## config.mk

```make
export PLATFORM = sky130hd
export DESIGN_NAME = uart_frame_tx_arbiter
export DESIGN_NICKNAME = d
export VERILOG_FILES = /design/src/rtl/uart_frame_tx_arbiter.sv
export SDC_FILE = /design/constraint.sdc
export NUM_CORES = 1
export LEC_CHECK = 0
export CAP_MARGIN = 20
export CORE_UTILIZATION = 40
export DETAILED_ROUTE_END_ITERATION = 10
export PLACE_DENSITY = 0.67
export SYNTH_ARGS = -nofsm -noshare
export SYNTH_HDL_FRONTEND = slang
export SYNTH_SLANG_ARGS = --single-unit
```

## constraint.sdc

```tcl
create_clock -name sys_clk -period 6.31 [get_ports sys_clk]
set_input_delay 1.262 -clock sys_clk [delete_from_list [all_inputs] [get_ports sys_clk]]
set_output_delay 1.262 -clock sys_clk [all_outputs]
set_load 0.05 [all_outputs]
```

## src/rtl/uart_frame_tx_arbiter.sv

```systemverilog
// Round-robin arbiter that frames one payload per grant into a shared
// byte-wide UART transmitter: header, source id, payload, checksum.
module uart_frame_tx_arbiter #(
  parameter int         PAYLOAD_LEN = 4,
  parameter logic [7:0] HEADER      = 8'hAA,
  parameter int         TIMEOUT     = 0
) (
  input  logic                     sys_clk,
  input  logic                     sys_rst,
  input  logic                     req0,
  input  logic [8*PAYLOAD_LEN-1:0] data0,
  output logic                     ack0,
  output logic                     done0,
  input  logic                     req1,
  input  logic [8*PAYLOAD_LEN-1:0] data1,
  output logic                     ack1,
  output logic                     done1,
  output logic                     err,
  output logic                     busy,
  output logic [7:0]               tx_data,
  output logic                     tx_wr,
  input  logic                     tx_done
);

  localparam int NB = PAYLOAD_LEN + 3;
  localparam int IW = $clog2(NB);
  localparam int PW = 8 * PAYLOAD_LEN;
  localparam int TW = (TIMEOUT > 1) ? $clog2(TIMEOUT) : 1;
  localparam logic [IW-1:0] LAST_IDX = IW'(NB - 1);
  localparam logic [TW-1:0] TO_LAST =
    (TIMEOUT > 0) ? TW'(TIMEOUT - 1) : '0;

  typedef enum logic [2:0] {
    S_IDLE,
    S_GRANT,
    S_SEND,
    S_WAIT,
    S_FINISH
  } state_t;

  state_t          state;
  state_t          state_n;
  logic [IW-1:0]   idx;
  logic [IW-1:0]   load_idx;
  logic [PW-1:0]   pay;
  logic [7:0]      csum;
  logic [7:0]      tx_q;
  logic [7:0]      byte_sel;
  logic [TW-1:0]   cnt;
  logic            src;
  logic            last;
  logic            gnt_any;
  logic            gnt_id;
  logic            load_en;
  logic            last_byte;
  logic            timeout;
  logic            ld_hdr;
  logic            ld_id;
  logic            ld_sum;
  logic            run;

  assign run     = !sys_rst;
  assign gnt_any = req0 | req1;
  // With both pending, whoever was not served last wins.
  assign gnt_id  = (req0 & req1) ? ~last : req1;

  assign last_byte = (idx == LAST_IDX);
  assign timeout   = (TIMEOUT > 0) && (state == S_WAIT) &&
                     !tx_done && (cnt == TO_LAST);

  always_comb begin
    load_idx = (state == S_GRANT) ? '0 : idx + IW'(1);
    load_en  = (state == S_GRANT) ||
               ((state == S_WAIT) && tx_done && !last_byte);
    ld_hdr   = (load_idx == '0);
    ld_id    = (load_idx == IW'(1));
    ld_sum   = (load_idx == LAST_IDX);
    byte_sel = pay[PW-1 -: 8];
    unique case (1'b1)
      ld_hdr:  byte_sel = HEADER;
      ld_id:   byte_sel = {7'b0, src};
      ld_sum:  byte_sel = csum;
      default: byte_sel = pay[PW-1 -: 8];
    endcase
  end

  always_comb begin
    state_n = state;
    unique case (state)
      S_IDLE:   if (gnt_any) state_n = S_GRANT;
      S_GRANT:  state_n = S_SEND;
      S_SEND:   state_n = S_WAIT;
      S_WAIT: begin
        if (tx_done)      state_n = last_byte ? S_FINISH : S_SEND;
        else if (timeout) state_n = S_IDLE;
      end
      S_FINISH: state_n = S_IDLE;
      default:  state_n = S_IDLE;
    endcase
  end

  always_ff @(posedge sys_clk) begin
    if (sys_rst) begin
      state <= S_IDLE;
      idx   <= '0;
      pay   <= '0;
      csum  <= '0;
      tx_q  <= '0;
      cnt   <= '0;
      src   <= 1'b0;
      last  <= 1'b1;
    end else begin
      state <= state_n;
      if ((state == S_IDLE) && gnt_any) begin
        src  <= gnt_id;
        pay  <= gnt_id ? data1 : data0;
        csum <= '0;
      end
      if (state == S_GRANT) last <= src;
      if (state == S_SEND)  cnt  <= '0;
      if (state == S_WAIT)  cnt  <= cnt + TW'(1);
      if (load_en) begin
        idx  <= load_idx;
        tx_q <= byte_sel;
        if (!ld_hdr && !ld_sum) csum <= csum + byte_sel;
        // Payload is consumed MSB byte first by shifting it up.
        if (!ld_hdr && !ld_id && !ld_sum) pay <= pay << 8;
      end
    end
  end

  assign ack0    = run && (state == S_GRANT) && !src;
  assign ack1    = run && (state == S_GRANT) && src;
  assign done0   = run && (state == S_FINISH) && !src;
  assign done1   = run && (state == S_FINISH) && src;
  assign err     = run && timeout;
  assign busy    = run && ((state == S_GRANT) ||
                           (state == S_SEND) ||
                           (state == S_WAIT));
  assign tx_wr   = run && (state == S_SEND);
  assign tx_data = tx_q;

endmodule

```

**Word level (Yosys, flattened, before mapping)**

Cells that the tools add are included.
W data, S select, Z words.

- Flip-flop bits (word level): 56
- Input port bits: 69
- Output and inout bits: 15
- Word-level logic and storage cells: 61

- $add $sub $neg: 2
- Equality and inequality tests: 9
- Muxes and demuxes: 14
- Bitwise logic cells: 3
- Reduce and logical (&&, ||, !) cells: 26

Operators by type and width:

| kind | number |
|---|---|
| $mux W32 | 4 |
| $mux W8 | 3 |
| $pmux W8 S3 | 1 |
| $logic_and A1 B1 Y1 | 14 |
| $mux W3 | 4 |
| $pmux W3 S4 | 1 |
| $eq A3 B3 Y1 const B | 3 |
| $add A8 B8 Y8 | 1 |
| $eq A3 B1 Y1 const B | 2 |
| $eq A3 B2 Y1 const B | 2 |
| $logic_not A1 Y1 | 6 |
| $logic_not A3 Y1 | 2 |
| $ne A2 B2 Y1 const B | 2 |
| $add A3 B1 Y3 const B | 1 |
| $logic_or A1 B1 Y1 | 3 |
| $reduce_and A2 Y1 | 1 |
| $and A1 B1 Y1 | 1 |
| $mux W1 | 1 |
| $not A1 Y1 | 1 |
| $or A1 B1 Y1 | 1 |

**Logic depth before layout (Yosys ltp)**

Gate-level depths: netlist of the first run.

- Depth after elaboration: 8
- Gate-level depth with buffers: 13
- Depth with buffers taken out: 12

**Least setup slack after synthesis of the first run**

No wires, ideal clock.

- Kind: in2out
- Start point: input port sys_rst
- End point: output port tx_wr
- Arrival: 3.078 ns
- Data required time: 5.048 ns
- Slack: 1.970 ns
- Stages: 2
- Path through: clkbuf_1 -> nor4b_1

- Longest elaborated chain between the ends: 2

RTL lines:

| element | RTL line | RTL |
|---|---|---|
| from (decl) | 9 | `input logic sys_rst,` |
| $logic_not A1 Y1 | 62 | `assign run = !sys_rst;` |
| $logic_and A1 B1 Y1 | 140 | `assign tx_wr = run && (state == S_SEND);` |
| to (decl) | 21 | `output logic tx_wr,` |

Every way passes these cells.

**Worst setup path after layout of the first run**

- Start point: input port sys_rst
- End point: output port ack1

- Longest elaborated chain between the ends: 3

RTL lines:

| element | RTL line | RTL |
|---|---|---|
| $logic_not A1 Y1 | 62 |  |
| $logic_and A1 B1 Y1 (2 in series) | 133 | `assign ack1 = run && (state == S_GRANT) && src;` |
| to (decl) | 16 | `output logic ack1,` |

Every way passes these cells.

==> flow_summary.html, run 1 <==
<table>
<tr><th>Metric</th><th>Value</th></tr>
<tr><th colspan="2">Power and ir drop</th></tr>
<tr><td>Largest voltage drop on the vdd net</td><td>roughly 110 uV</td></tr>
<tr><td>Pwr per Cell Area</td><td>about 230 nW/um^2</td></tr>
<tr><td>Static Leak</td><td>approximately 1.6 nW</td></tr>
<tr><th colspan="2">Layout</th></tr>
<tr><td>Inserted Diodes</td><td>0</td></tr>
<tr><td>Flip-flop and latch area</td><td>between 1000 and 1500 sq um</td></tr>
<tr><td>Share of post-route cells with drive strength above 1</td><td>under 10%</td></tr>
<tr><td>Multi-input gate area</td><td>2090 sq um</td></tr>
<tr><td>Count of fill cells added during filler insertion</td><td>~770</td></tr>
<tr><td>Final core occ</td><td>a little over half</td></tr>
<tr><td>Final Instance Count excl. Fillers</td><td>575</td></tr>
<tr><td>Number of nets in the final layout</td><td>549</td></tr>
<tr><td>Synth-to-Final Area Change</td><td>27.4%</td></tr>
<tr><th colspan="2">Synthesis</th></tr>
<tr><td>Number of different library cells in the post-synthesis netlist</td><td>slightly above 60</td></tr>
<tr><td>Post-Syn Area</td><td>roughly 3400 sq um</td></tr>
<tr><td>Seq/Total Area, Yosys</td><td>between 30% and 40%</td></tr>
<tr><td>Number of instances in the synthesized netlist</td><td>between 400 and 500</td></tr>
<tr><td>Number of nets produced by synthesis</td><td>490</td></tr>
<tr><td>Most frequently used flop master after synthesis</td><td>dfxtp_1</td></tr>
<tr><td>Fraction of registers with async set/reset</td><td>0%</td></tr>
<tr><td>Cell type with the largest total area after synthesis</td><td>dfxtp_1</td></tr>
<tr><td>Number of enable-type register cells in the synthesized netlist</td><td>0</td></tr>
<tr><td>FF+latch count, synth</td><td>56</td></tr>
<tr><td>Yosys Warn Count</td><td>0</td></tr>
<tr><td>Area share of the largest cell type after synthesis</td><td>between 30% and 40%</td></tr>
<tr><td>Mean instance size in the synthesized netlist</td><td>8.30 sq um</td></tr>
<tr><td>Synth area leaders</td><td>dfxtp_1 (33%), mux2i_1 (9.7%), nand2_1 (7.0%)</td></tr>
<tr><th colspan="2">Job</th></tr>
<tr><td>Max capacitance violation total</td><td>0</td></tr>
<tr><th colspan="2">Die</th></tr>
<tr><td>Die height</td><td>94.2 microns</td></tr>
<tr><td>Area inside the core boundary</td><td>8220 sq um</td></tr>
<tr><td>Effective utilization at floorplan</td><td>between 40% and 50%</td></tr>
<tr><td>Number of primary I/O pins</td><td>84</td></tr>
<tr><td>Die W</td><td>~94 microns</td></tr>
<tr><td>Die area</td><td>about 9000 sq um</td></tr>
<tr><td>Number of core rows</td><td>33</td></tr>
<tr><th colspan="2">Global route</th></tr>
<tr><td>Sum of overflow across all layers after global routing</td><td>0</td></tr>
<tr><td>Pin count of the biggest net entering global routing</td><td>65</td></tr>
<tr><td>GRT Resource Usage Total</td><td>19.1%</td></tr>
<tr><td>Number of global-route vias before repair</td><td>2,810</td></tr>
<tr><td>First-pass GRT wire length</td><td>13.6 mm</td></tr>
<tr><td>Initial antenna violation count</td><td>0</td></tr>
<tr><th colspan="2">Setup path</th></tr>
<tr><td>Required time reported for the critical path endpoint</td><td>just over 5000 ps</td></tr>
<tr><td>CP top delay family</td><td>buffers and inverters</td></tr>
<tr><td>Element type at the critical path start</td><td>input port</td></tr>
<tr><td>Critical path buffer and inverter count</td><td>3</td></tr>
<tr><td>Largest fanout of any net on the critical path</td><td>50</td></tr>
<tr><td>Maximum single-stage delay on the critical path</td><td>a little under 700 ps</td></tr>
<tr><td>Slowest-stage cell, CP</td><td>buf_2</td></tr>
<tr><td>CP Cell Sequence</td><td>buf_2 &gt; clkinv_1 &gt; and3_1 &gt; clkdlybuf4s50_1</td></tr>
<tr><td>Worst Setup Path Type</td><td>in2out</td></tr>
<tr><td>Endpoint arrival time on the critical path</td><td>approximately 3500 ps</td></tr>
<tr><td>Critical path capture point type</td><td>output pin</td></tr>
<tr><th colspan="2">CTS</th></tr>
<tr><td>CTS hold repair buffers</td><td>0</td></tr>
<tr><td>Number of cells upsized or downsized after cts</td><td>0</td></tr>
<tr><td>Clock-pin slew on the worst setup and hold paths</td><td>100 ps</td></tr>
<tr><td>CTS max path bufs</td><td>2</td></tr>
<tr><td>Cell at the root of the clock tree</td><td>clkbuf_8</td></tr>
<tr><td>CTS tree</td><td>built</td></tr>
<tr><td>Number of H-tree levels</td><td>2</td></tr>
<tr><td>Number of sinks handled by clock tree synthesis</td><td>56</td></tr>
<tr><td>Setup Buffers After CTS</td><td>0</td></tr>
<tr><td>Skew-Pair Late Insertion Delay</td><td>between 300 and 400 ps</td></tr>
<tr><td>Number of CTS-inserted buffers</td><td>5</td></tr>
<tr><th colspan="2">Timing</th></tr>
<tr><td>Final Hold Vio Count</td><td>0</td></tr>
<tr><td>Number of max-slew violations in the final report</td><td>0</td></tr>
<tr><td>Period minus WS final</td><td>about 4800 ps</td></tr>
<tr><td>Period utilisation layout</td><td>between 70% and 80%</td></tr>
<tr><td>Final setup vio count</td><td>0</td></tr>
<tr><td>Setup repair after global routing missed its margin</td><td>false</td></tr>
<tr><td>Setup_tns</td><td>0 ps</td></tr>
<tr><td>Highest clock rate</td><td>0.210 GHz</td></tr>
<tr><td>Slew margin rel.</td><td>a little under two fifths</td></tr>
<tr><td>Slew at the pin with the worst max-slew slack</td><td>931 ps</td></tr>
<tr><td>Worst-case clock skew</td><td>~5.3 ps</td></tr>
<tr><th colspan="2">Drt</th></tr>
<tr><td>Average wire per standard cell</td><td>14.3 microns</td></tr>
<tr><td>Met1 Routed Length</td><td>~3.9 mm</td></tr>
<tr><td>Post-detailed-route DRC marker count</td><td>0</td></tr>
<tr><td>Count of TritonRoute iterations in the first routing pass</td><td>4</td></tr>
<tr><td>Total length of routed met2 wires</td><td>3.91 mm</td></tr>
<tr><td>Number of nets still failing antenna checks after routing</td><td>0</td></tr>
<tr><td>Met3 WL post-DR</td><td>317 microns</td></tr>
<tr><td>Total length of routed wires</td><td>8.24 mm</td></tr>
<tr><td>Iteration-0 DRC count of the detailed router</td><td>approximately 130</td></tr>
<tr><td>Vias per std cell</td><td>between 5 and 6</td></tr>
<tr><td>Highest metal layer with signal wires</td><td>met4</td></tr>
<tr><td>Total via count in the routed design</td><td>between 3,000 and 4,000</td></tr>
<tr><th colspan="2">Outcome</th></tr>
<tr><td>Result of the run</td><td>complete, no violations</td></tr>
<tr><th colspan="2">Placed design</th></tr>
<tr><td>IO buf count</td><td>82</td></tr>
<tr><td>Placed insts</td><td>566</td></tr>
<tr><td>Weighted congestion at the end of routability-driven global placement</td><td>around 0.81</td></tr>
<tr><td>Half-perimeter wire length after placement</td><td>between 5 and 6 mm</td></tr>
<tr><th colspan="2">Worst hold path</th></tr>
<tr><td>Worst hold path class</td><td>reg2reg</td></tr>
</table>
==> worst reg2reg max path: cells and delay by family (launching register included) <==
kind / cells / cell delay (ps)
AND/OR/NAND/NOR: 2 / 620
multiplexers: 1 / 240
adder cells (fa/ha/maj): 3 / 1180
flip-flops: 1 / 670
buffers and inverters: 1 / 200
AO/OA/AOI/OAI: 5 / 990
==> cell usage after synthesis, types with 5 or more instances <==
cell / n
buf_2: 9
a211oi_1: 9
nor2_1: 27
nand2_1: 63
mux2i_1: 33
buf_4: 5
a21oi_1: 41
nand3_1: 9
clkbuf_1: 14
ha_1: 10
o211ai_1: 26
nor3_1: 11
inv_1: 6
o21ai_0: 11
dfxtp_1: 56
==> power by group <==
part / switching (mW) / total (mW) / leakage (nW) / internal, mW
combinational: 0.170 / 0.313 / 1.06 / 0.143
sequential: 0.0330 / 0.427 / 0.462 / 0.394
clock: 0.121 / 0.241 / 0.0548 / 0.120
total: 0.323 / 0.981 / 1.58 / 0.657
==> placed cells by master, fill, tap and decap left out, drive strengths merged, types with 5 or more instances in the layout <==
cell type / synthesis / routed
o21ai: 12 / 12
nor3b: 5 / 5
ha: 10 / 10
nand3: 9 / 9
inv: 6 / 7
clkdlybuf4s50: 0 / 81
mux2i: 33 / 33
a21oi: 42 / 42
nand2: 64 / 64
clkbuf: 14 / 5
nor3: 11 / 11
nor2: 27 / 27
o211ai: 27 / 27
dfxtp: 56 / 56
a211oi: 9 / 9
==> through the flow <==
| stage | power [mW] | cell area, sq um | hold WS (ps) | setup WS [ps] |
|---|---|---|---|---|
| after global routing | 1.04 | 4340 | 480 | 1420 |
| after floorplan | 0.650 | 3400 | 432 | 1970 |
| after detailed placement | 0.745 | 4200 | 444 | 1550 |
| after global placement | 0.739 | 4200 | 438 | 1590 |
| final | 0.981 | 4340 | 458 | 1560 |
| after CTS | 0.986 | 4320 | 461 | 1540 |
==> state kept, by name, indices dropped and copies added (netlist names) <==
name and cells:
idx 3, src 1, pay 32, tx_data 8, csum 8, last 1
state 3
==> kinds of logic after synthesis <==
group	share of synthesized area, %
xor gates and xnor gates	1.99
buffers and inverters	5.96
adders and majority gates	4.27
DFF	33.0
and+or+nand+nor	19.7
muxes	9.71
AOI/OAI and AO/OA	25.3
other	0.110
==> path summary, 6_finish.rpt <==
check             startpoint  slack (ps)  cells past startpoint      end
setup / recovery     sys_rst        1560                      4     ack1
hold / removal        pay[1]         460                      2   pay[9]
setup reg to reg      idx[0]        2280                     12  csum[6]
hold reg to reg       pay[1]         460                      2   pay[9]
==> metal layers <==
metal | global-route usage, % | vias up
met4 | 4.36 | 0
met3 | 3.40 | 7
li1 | - | 1617
met1 | 26.1 | 1431
met2 | 31.2 | 82
met5 | 0 | -
==> area by class of cell <==
class,count,share of cell area [%]
multi-input combinational,314,48.2
sequential,56,25.9
timing repair buffer,85,19.6
tap,105,3.03
clock buffer,5,1.59
clock inverter,3,1.07
inverter,7,0.606
(Power assumes the default switching activity.)
==> run 2, diff against run 1 <==
--- a/config.mk
+++ b/config.mk
@@ -8,7 +8,7 @@
 export CAP_MARGIN = 20
 export CORE_UTILIZATION = 40
 export DETAILED_ROUTE_END_ITERATION = 10
-export PLACE_DENSITY = 0.67
+export PLACE_DENSITY = 0.7
 export SYNTH_ARGS = -nofsm -noshare
 export SYNTH_HDL_FRONTEND = slang
 export SYNTH_SLANG_ARGS = --single-unit
==> constraint.sdc (replaced) <==
create_clock -name sys_clk -period 4.03 [get_ports sys_clk]
set_input_delay 0.806 -clock sys_clk [delete_from_list [all_inputs] [get_ports sys_clk]]
set_output_delay 0.806 -clock sys_clk [all_outputs]
set_load 0.05 [all_outputs]
==> run 2 against run 1 <==
Compared with the run above: combinational power rose by 61%; highest routed layer unchanged; power rose by 53%; clock skew rose by 7.6 ps.
==> flow_summary.html, run 2 (synthesis gave the netlist of run 1 again) <==
<table>
<tr><th>Metric</th><th>Value</th></tr>
<tr><th colspan="2">Setup path</th></tr>
<tr><td>Largest fanout of any net on the critical path</td><td>7 (-86%)</td></tr>
<tr><td>Reg2Reg Launch Point</td><td>idx[0]</td></tr>
<tr><td>Endpoint arrival time on the critical path</td><td>3550 ps (+60 ps)</td></tr>
<tr><td>Launch point of the critical path</td><td>idx[0]</td></tr>
<tr><td>Worst setup path endpoint</td><td>csum[6]</td></tr>
<tr><td>Slowest-stage cell, CP</td><td>nor4_4</td></tr>
<tr><td>Maximum single-stage delay on the critical path</td><td>470 ps (-220 ps)</td></tr>
<tr><td>Worst Setup Path Type</td><td>reg2reg</td></tr>
<tr><td>Element type at the critical path start</td><td>flop</td></tr>
<tr><td>CP top delay family</td><td>adder cells</td></tr>
<tr><td>Critical path buffer and inverter count</td><td>1 (-2)</td></tr>
<tr><td>Reg-to-Reg End</td><td>csum[6]</td></tr>
<tr><td>Number of logic stages on the critical path including buffering</td><td>12 (+8)</td></tr>
<tr><td>CP Cell Sequence</td><td>inv_1 &gt; ha_1 &gt; nor4_4 &gt; mux2i_1 &gt; a21oi_1 &gt; ha_1 &gt; fa_1 &gt; a21o_1 &gt; a21oi_1 &gt; nor2_1 &gt; a311oi_1 &gt; o31ai_1</td></tr>
<tr><td>Minimum setup slack among reg-to-reg paths</td><td>670 ps (-1610 ps)</td></tr>
<tr><td>Critical path capture point type</td><td>flop</td></tr>
<tr><td>Required time reported for the critical path endpoint</td><td>4220 ps (-830 ps)</td></tr>
<tr><td>Worst reg-to-reg path cell count</td><td>12 (unchanged)</td></tr>
<tr><th colspan="2">Worst hold path</th></tr>
<tr><td>Hold path startpoint</td><td>pay[11]</td></tr>
<tr><td>Worst hold path class</td><td>reg2reg</td></tr>
<tr><th colspan="2">Power and ir drop</th></tr>
<tr><td>Static Leak</td><td>1.63 nW (+3.3%)</td></tr>
<tr><td>Pwr per Cell Area</td><td>340 nW/um^2 (+50%)</td></tr>
<tr><td>Largest voltage drop on the vdd net</td><td>157 uV (+49%)</td></tr>
<tr><th colspan="2">Timing</th></tr>
<tr><td>Period utilisation layout</td><td>between 80% and 90%</td></tr>
<tr><td>Slew margin rel.</td><td>44.4% (+6.7 points)</td></tr>
<tr><td>Number of max-slew violations in the final report</td><td>0 (unchanged)</td></tr>
<tr><td>Period minus WS final</td><td>3360 ps</td></tr>
<tr><td>Slew at the pin with the worst max-slew slack</td><td>834 ps (-97.7 ps)</td></tr>
<tr><td>Setup repair after global routing missed its margin</td><td>false</td></tr>
<tr><td>Worst-case clock skew</td><td>13.0 ps (+7.64 ps)</td></tr>
<tr><td>Highest clock rate</td><td>0.298 GHz</td></tr>
<tr><td>Final Hold Vio Count</td><td>0 (unchanged)</td></tr>
<tr><td>Final setup vio count</td><td>0 (unchanged)</td></tr>
<tr><td>Setup_tns</td><td>0 ps (unchanged)</td></tr>
<tr><th colspan="2">Placed design</th></tr>
<tr><td>IO buf count</td><td>82 (unchanged)</td></tr>
<tr><td>Weighted congestion at the end of routability-driven global placement</td><td>0.852 (+5.3%)</td></tr>
<tr><td>Half-perimeter wire length after placement</td><td>6.23 mm (+5.7%)</td></tr>
<tr><th colspan="2">Layout</th></tr>
<tr><td>Number of nets in the final layout</td><td>555 (+1.1%)</td></tr>
<tr><td>Most frequent standard cell in the layout excluding fill and tap cells</td><td>clkdlybuf4s50_1</td></tr>
<tr><td>Inserted Diodes</td><td>0 (unchanged)</td></tr>
<tr><td>Synth-to-Final Area Change</td><td>29.8%</td></tr>
<tr><td>Share of post-route cells with drive strength above 1</td><td>8.82% (+2.2 points)</td></tr>
<tr><td>Final core occ</td><td>53.7% (+0.96 points)</td></tr>
<tr><td>Count of fill cells added during filler insertion</td><td>797 (+3.2%)</td></tr>
<tr><td>Commonest cells after routing, fill and taps aside</td><td>clkdlybuf4s50_1 (76), nand2_1 (63), dfxtp_1 (56)</td></tr>
<tr><td>Top register by number of flip-flops</td><td>pay</td></tr>
<tr><td>Number of flip-flops under the largest register name</td><td>32 (unchanged)</td></tr>
<tr><th colspan="2">CTS</th></tr>
<tr><td>Skew-Pair Late Insertion Delay</td><td>310 ps (about the same)</td></tr>
<tr><td>CTS tree</td><td>built</td></tr>
<tr><td>Cell at the root of the clock tree</td><td>clkbuf_8</td></tr>
<tr><td>CTS hold repair buffers</td><td>0 (unchanged)</td></tr>
<tr><td>CTS max path bufs</td><td>2 (unchanged)</td></tr>
<tr><td>Number of cells upsized or downsized after cts</td><td>0 (unchanged)</td></tr>
<tr><td>Number of H-tree levels</td><td>2 (unchanged)</td></tr>
<tr><td>Number of sinks handled by clock tree synthesis</td><td>56 (unchanged)</td></tr>
<tr><td>Setup Buffers After CTS</td><td>0 (unchanged)</td></tr>
<tr><td>Number of CTS-inserted buffers</td><td>5 (unchanged)</td></tr>
<tr><td>Clock-pin slew on the worst setup and hold paths</td><td>100 ps (about the same)</td></tr>
<tr><th colspan="2">Die</th></tr>
<tr><td>Die height</td><td>94.2 microns (unchanged)</td></tr>
<tr><td>Die W</td><td>94.2 microns (unchanged)</td></tr>
<tr><td>Die area</td><td>8880 sq um (unchanged)</td></tr>
<tr><td>Number of core rows</td><td>33 (unchanged)</td></tr>
<tr><td>Area inside the core boundary</td><td>8220 sq um (unchanged)</td></tr>
<tr><td>Number of primary I/O pins</td><td>84 (unchanged)</td></tr>
<tr><td>Effective utilization at floorplan</td><td>41.4% (unchanged)</td></tr>
<tr><th colspan="2">Outcome</th></tr>
<tr><td>Result of the run</td><td>complete, no violations</td></tr>
<tr><th colspan="2">Global route</th></tr>
<tr><td>Initial antenna violation count</td><td>0 (unchanged)</td></tr>
<tr><td>Pin count of the biggest net entering global routing</td><td>39 (-40%)</td></tr>
<tr><td>Sum of overflow across all layers after global routing</td><td>0 (unchanged)</td></tr>
<tr><td>GRT Resource Usage Total</td><td>19.5% (+0.32 points)</td></tr>
<tr><td>First-pass GRT wire length</td><td>13.8 mm (+1.6%)</td></tr>
<tr><td>Number of global-route vias before repair</td><td>2,939 (+4.6%)</td></tr>
<tr><th colspan="2">Drt</th></tr>
<tr><td>Vias per std cell</td><td>5.53 (+1.4%)</td></tr>
<tr><td>Post-detailed-route DRC marker count</td><td>0 (unchanged)</td></tr>
<tr><td>Total length of routed wires</td><td>8.33 mm (+1.1%)</td></tr>
<tr><td>Iteration-0 DRC count of the detailed router</td><td>127 (-1.6%)</td></tr>
<tr><td>Average wire per standard cell</td><td>14.3 microns (about the same)</td></tr>
<tr><td>Number of nets still failing antenna checks after routing</td><td>0 (unchanged)</td></tr>
<tr><td>Total via count in the routed design</td><td>3,214 (+2.5%)</td></tr>
<tr><td>Count of TritonRoute iterations in the first routing pass</td><td>4 (unchanged)</td></tr>
<tr><th colspan="2">Job</th></tr>
<tr><td>Max capacitance violation total</td><td>0 (unchanged)</td></tr>
</table>
run 2: worst min-delay path by stage:
stage                     slack (ps)  cells after the start  endpoint
final                            450                      2   pay[19]
after global routing             480                      2   pay[27]
after CTS                        460                      2   pay[19]
after detailed placement         450                      2   pay[12]
after global placement           440                      2    pay[9]
after floorplan                  430                      2   pay[16]
run 2: layer usage:
metal  routed length (microns)  GRT usage [%]
met2                      4100           32.8
met3                       305           3.40
met4                        68           5.51
met1                      3860           25.2
met5                         0              0
run 2: area by class of cell:
cell class,instances,area [sq um],share of cell area (%)
multi-input cells,314,2090,47.4
flip-flops and latches,56,1120,25.4
repair buffers,91,948,21.5
well taps,105,131,2.98
clock buffers,6,82.6,1.87
inverters,7,26.3,0.595
clock inverters,2,13.8,0.312
run 2: through the flow:
step / setup slack [ps] / cells / area [sq um] / hold WS, ps / power, mW
global placement: 789 / 573 / 4320 / 438 / 1.18
finish: 669 / 581 / 4410 / 452 / 1.50
CTS: 676 / 581 / 4410 / 459 / 1.51
global route: 428 / 581 / 4410 / 482 / 1.59
detailed placement: 703 / 573 / 4320 / 447 / 1.19
floorplan: 602 / 410 / 3400 / 432 / 1.02
run 2: power breakdown:
part	total [mW]	leakage [nW]	switching (mW)	internal (mW)
combinational	0.505	1.11	0.269	0.236
clock	0.327	0.0516	0.186	0.141
sequential	0.668	0.462	0.0508	0.617
run 2: tightest hold or removal path: cells and delay by family (launching register included):
| family | cells | cell delay [ps] |
|---|---|---|
| AO/OA/AOI/OAI | 1 | 50 |
| flip-flops | 1 | 320 |
| AND/OR/NAND/NOR | 1 | 50 |
==> run 3, diff against run 2 <==
--- a/config.mk
+++ b/config.mk
@@ -8,7 +8,7 @@
 export CAP_MARGIN = 20
 export CORE_UTILIZATION = 40
 export DETAILED_ROUTE_END_ITERATION = 10
-export PLACE_DENSITY = 0.7
+export PLACE_DENSITY = 0.67
 export SYNTH_ARGS = -nofsm -noshare
 export SYNTH_HDL_FRONTEND = slang
 export SYNTH_SLANG_ARGS = --single-unit
==> constraint.sdc (replaced) <==
create_clock -name sys_clk -period 3.5 [get_ports sys_clk]
set_input_delay 0.7 -clock sys_clk [delete_from_list [all_inputs] [get_ports sys_clk]]
set_output_delay 0.7 -clock sys_clk [all_outputs]
set_load 0.05 [all_outputs]
==> run 3 against run 2 <==
Compared with the run above: hold slack improved by 7.9 ps; sequential share of layout area fell by 0.33 points; first-iteration DRC count increased by 15%; non-clock buffer count increased by 8; power increased by 24%; critical path type unchanged; highest routed layer unchanged.
==> flow_summary.html, run 3 (synthesis gave the netlist of run 1 again) <==
<table>
<tr><th>Metric</th><th>Value</th></tr>
<tr><th colspan="2">Outcome</th></tr>
<tr><td>Result of the run</td><td>complete, no violations</td></tr>
<tr><th colspan="2">Power and ir drop</th></tr>
<tr><td>Design internal power</td><td>1.28 mW (+28%)</td></tr>
<tr><td>Relative contribution of combinational cells to total power</td><td>31.8% (-1.9 points)</td></tr>
<tr><td>Static Leak</td><td>1.66 nW (+2.2%)</td></tr>
<tr><td>Pwr per Cell Area</td><td>417 nW/um^2 (+23%)</td></tr>
<tr><td>Switching part of the total</td><td>31.7% (-2.1 points)</td></tr>
<tr><td>Clock network fraction of total power</td><td>27.1% (+5.3 points)</td></tr>
<tr><td>Largest voltage drop on the vdd net</td><td>203 uV (+29%)</td></tr>
<tr><td>Switching power</td><td>0.591 mW (+17%)</td></tr>
<tr><td>Seq pwr share</td><td>41.1% (-3.4 points)</td></tr>
<tr><th colspan="2">Timing</th></tr>
<tr><td>Slew margin rel.</td><td>45.6% (+1.2 points)</td></tr>
<tr><td>Setup_tns</td><td>0 ps (unchanged)</td></tr>
<tr><td>Highest clock rate</td><td>0.311 GHz (+4.6%)</td></tr>
<tr><td>Final setup vio count</td><td>0 (unchanged)</td></tr>
<tr><td>Final Hold Vio Count</td><td>0 (unchanged)</td></tr>
<tr><td>Period minus WS final</td><td>3210 ps (-148 ps)</td></tr>
<tr><td>Worst-case clock skew</td><td>5.55 ps (-7.42 ps)</td></tr>
<tr><td>Slew at the pin with the worst max-slew slack</td><td>811 ps (-23.1 ps)</td></tr>
<tr><td>Period utilisation layout</td><td>91.8% (+8.4 points)</td></tr>
<tr><td>Number of max-slew violations in the final report</td><td>0 (unchanged)</td></tr>
<tr><td>Setup repair after global routing missed its margin</td><td>false</td></tr>
<tr><th colspan="2">Placed design</th></tr>
<tr><td>IO buf count</td><td>82 (unchanged)</td></tr>
<tr><td>Weighted congestion at the end of routability-driven global placement</td><td>0.839 (-1.5%)</td></tr>
<tr><td>Half-perimeter wire length after placement</td><td>6.35 mm (+1.9%)</td></tr>
<tr><td>Area post-placement</td><td>4320 sq um (+0.12%)</td></tr>
<tr><th colspan="2">Setup path</th></tr>
<tr><td>Critical path buffer and inverter count</td><td>0 (-1)</td></tr>
<tr><td>Worst Setup Path Type</td><td>reg2reg</td></tr>
<tr><td>CP Cell Sequence</td><td>ha_1 &gt; xnor2_4 &gt; nor4_4 &gt; mux2i_1 &gt; a21oi_1 &gt; ha_1 &gt; fa_1 &gt; a21o_1 &gt; a21oi_1 &gt; nor2_1 &gt; a311oi_1 &gt; o31ai_1</td></tr>
<tr><td>Largest fanout of any net on the critical path</td><td>11 (+4)</td></tr>
<tr><td>Endpoint arrival time on the critical path</td><td>3400 ps (-150 ps)</td></tr>
<tr><td>Element type at the critical path start</td><td>flop</td></tr>
<tr><td>Required time reported for the critical path endpoint</td><td>3690 ps (-530 ps)</td></tr>
<tr><td>Maximum single-stage delay on the critical path</td><td>420 ps (-50 ps)</td></tr>
<tr><td>CP top delay family</td><td>adder cells</td></tr>
<tr><td>Critical path capture point type</td><td>flop</td></tr>
<tr><td>Slowest-stage cell, CP</td><td>fa_1</td></tr>
<tr><th colspan="2">Global route</th></tr>
<tr><td>GRT Resource Usage Total</td><td>20.4% (+0.93 points)</td></tr>
<tr><td>Sum of overflow across all layers after global routing</td><td>0 (unchanged)</td></tr>
<tr><td>Pin count of the biggest net entering global routing</td><td>44 (+13%)</td></tr>
<tr><td>Initial antenna violation count</td><td>0 (unchanged)</td></tr>
<tr><td>Number of global-route vias before repair</td><td>3,081 (+4.8%)</td></tr>
<tr><td>First-pass GRT wire length</td><td>14.4 mm (+4.6%)</td></tr>
<tr><th colspan="2">CTS</th></tr>
<tr><td>Number of H-tree levels</td><td>2 (unchanged)</td></tr>
<tr><td>Skew-Pair Late Insertion Delay</td><td>310 ps (about the same)</td></tr>
<tr><td>Clock-pin slew on the worst setup and hold paths</td><td>100 ps (about the same)</td></tr>
<tr><td>CTS tree</td><td>built</td></tr>
<tr><td>CTS max path bufs</td><td>2 (unchanged)</td></tr>
<tr><td>Number of CTS-inserted buffers</td><td>5 (unchanged)</td></tr>
<tr><td>Number of sinks handled by clock tree synthesis</td><td>56 (unchanged)</td></tr>
<tr><td>Setup Buffers After CTS</td><td>0 (unchanged)</td></tr>
<tr><td>Cell at the root of the clock tree</td><td>clkbuf_8</td></tr>
<tr><th colspan="2">Drt</th></tr>
<tr><td>Vias per std cell</td><td>5.51 (-0.41%)</td></tr>
<tr><td>Post-detailed-route DRC marker count</td><td>0 (unchanged)</td></tr>
<tr><td>Number of nets still failing antenna checks after routing</td><td>0 (unchanged)</td></tr>
<tr><td>Total length of routed wires</td><td>8.59 mm (+3.1%)</td></tr>
<tr><td>Average wire per standard cell</td><td>14.6 microns (+1.7%)</td></tr>
<tr><td>Total via count in the routed design</td><td>3,245 (+0.96%)</td></tr>
<tr><td>Count of TritonRoute iterations in the first routing pass</td><td>4 (unchanged)</td></tr>
<tr><td>Iteration-0 DRC count of the detailed router</td><td>146 (+15%)</td></tr>
<tr><th colspan="2">Layout</th></tr>
<tr><td>Inserted Diodes</td><td>0 (unchanged)</td></tr>
<tr><td>Number of nets in the final layout</td><td>563 (+1.4%)</td></tr>
<tr><td>Synth-to-Final Area Change</td><td>31.4%</td></tr>
<tr><td>Commonest cells after routing, fill and taps aside</td><td>clkdlybuf4s50_1 (80), nand2_1 (63), dfxtp_1 (56)</td></tr>
<tr><td>Most frequent standard cell in the layout excluding fill and tap cells</td><td>clkdlybuf4s50_1</td></tr>
<tr><td>Number of flip-flops under the largest register name</td><td>32 (unchanged)</td></tr>
<tr><td>Share of post-route cells with drive strength above 1</td><td>9.50% (+0.68 points)</td></tr>
<tr><td>Top register by number of flip-flops</td><td>pay</td></tr>
<tr><td>Flip-flop and latch area</td><td>1120 sq um (unchanged)</td></tr>
<tr><td>Count of fill cells added during filler insertion</td><td>776 (-2.6%)</td></tr>
<tr><td>Summed area of non-filler cells in the final layout</td><td>4470 sq um (+1.3%)</td></tr>
<tr><td>Multi-input gate area</td><td>2100 sq um (+0.54%)</td></tr>
<tr><th colspan="2">Die</th></tr>
<tr><td>Number of core rows</td><td>33 (unchanged)</td></tr>
<tr><td>Die area</td><td>8880 sq um (unchanged)</td></tr>
<tr><td>Die height</td><td>94.2 microns (unchanged)</td></tr>
<tr><td>Die W</td><td>94.2 microns (unchanged)</td></tr>
<tr><td>Effective utilization at floorplan</td><td>41.4% (unchanged)</td></tr>
<tr><td>Number of primary I/O pins</td><td>84 (unchanged)</td></tr>
<tr><td>Area inside the core boundary</td><td>8220 sq um (unchanged)</td></tr>
<tr><th colspan="2">Worst hold path</th></tr>
<tr><td>Worst hold path class</td><td>reg2reg</td></tr>
<tr><th colspan="2">Job</th></tr>
<tr><td>Max capacitance violation total</td><td>0 (unchanged)</td></tr>
</table>
## run 3: timing repair
action / CTS / global route
hold buffers: 0 / 0
endpoints found under the setup margin: 0 / 1
gates resized for setup: 0 / 1
endpoints found under the hold margin: 0 / 0
## run 3: routing by layer
layer	wire [microns]	vias to the layer above	GRT usage, %
li1	-	1645	-
met1	3840	1508	26.7
met2	4250	81	34.2
met3	390	11	2.99
met4	112	0	6.28
met5	0	-	0
## run 3: area by class of cell
class                   instances  area share, %
clock buffers                   5           1.54
inverters                       7          0.588
clock inverters                 3           1.54
well taps                     105           2.94
flip-flops and latches         56           25.1
multi-input cells             314           47.0
repair buffers                 99           21.3
## run 3: through the flow
| step | cells | power, mW | hold WS (ps) | setup slack [ps] | util (%) |
|---|---|---|---|---|---|
| global placement | 581 | 1.36 | 439 | 397 | 52.6 |
| finish | 589 | 1.87 | 460 | 287 | 54.4 |
| detailed placement | 581 | 1.37 | 447 | 277 | 52.6 |
| CTS | 589 | 1.88 | 462 | 267 | 54.3 |
| floorplan | 410 | 1.17 | 432 | 284 | - |
| global route | 589 | 1.98 | 486 | 109 | 54.4 |
## run 3: tightest hold or removal path, cell delays in order, from the launching register on
cell and delay [ps]:
dfxtp_1 320, nand2_1 50, a21oi_1 50
## run 3: worst paths after layout
path | start | end | slack (ps) | cells after the start
hold reg to reg | pay[2] | pay[10] | 460 | 2
setup reg to reg | idx[1] | csum[6] | 290 | 12
setup / recovery | idx[1] | csum[6] | 290 | 12
hold / removal | pay[2] | pay[10] | 460 | 2
## run 3: power by group through the flow
stage	clock network, mW	registers, mW	logic (mW)
floorplan	0	0.795	0.377
global placement	0	0.778	0.583
detailed placement	0	0.781	0.591
CTS	0.519	0.767	0.594
global route	0.544	0.778	0.659
finish	0.505	0.768	0.593
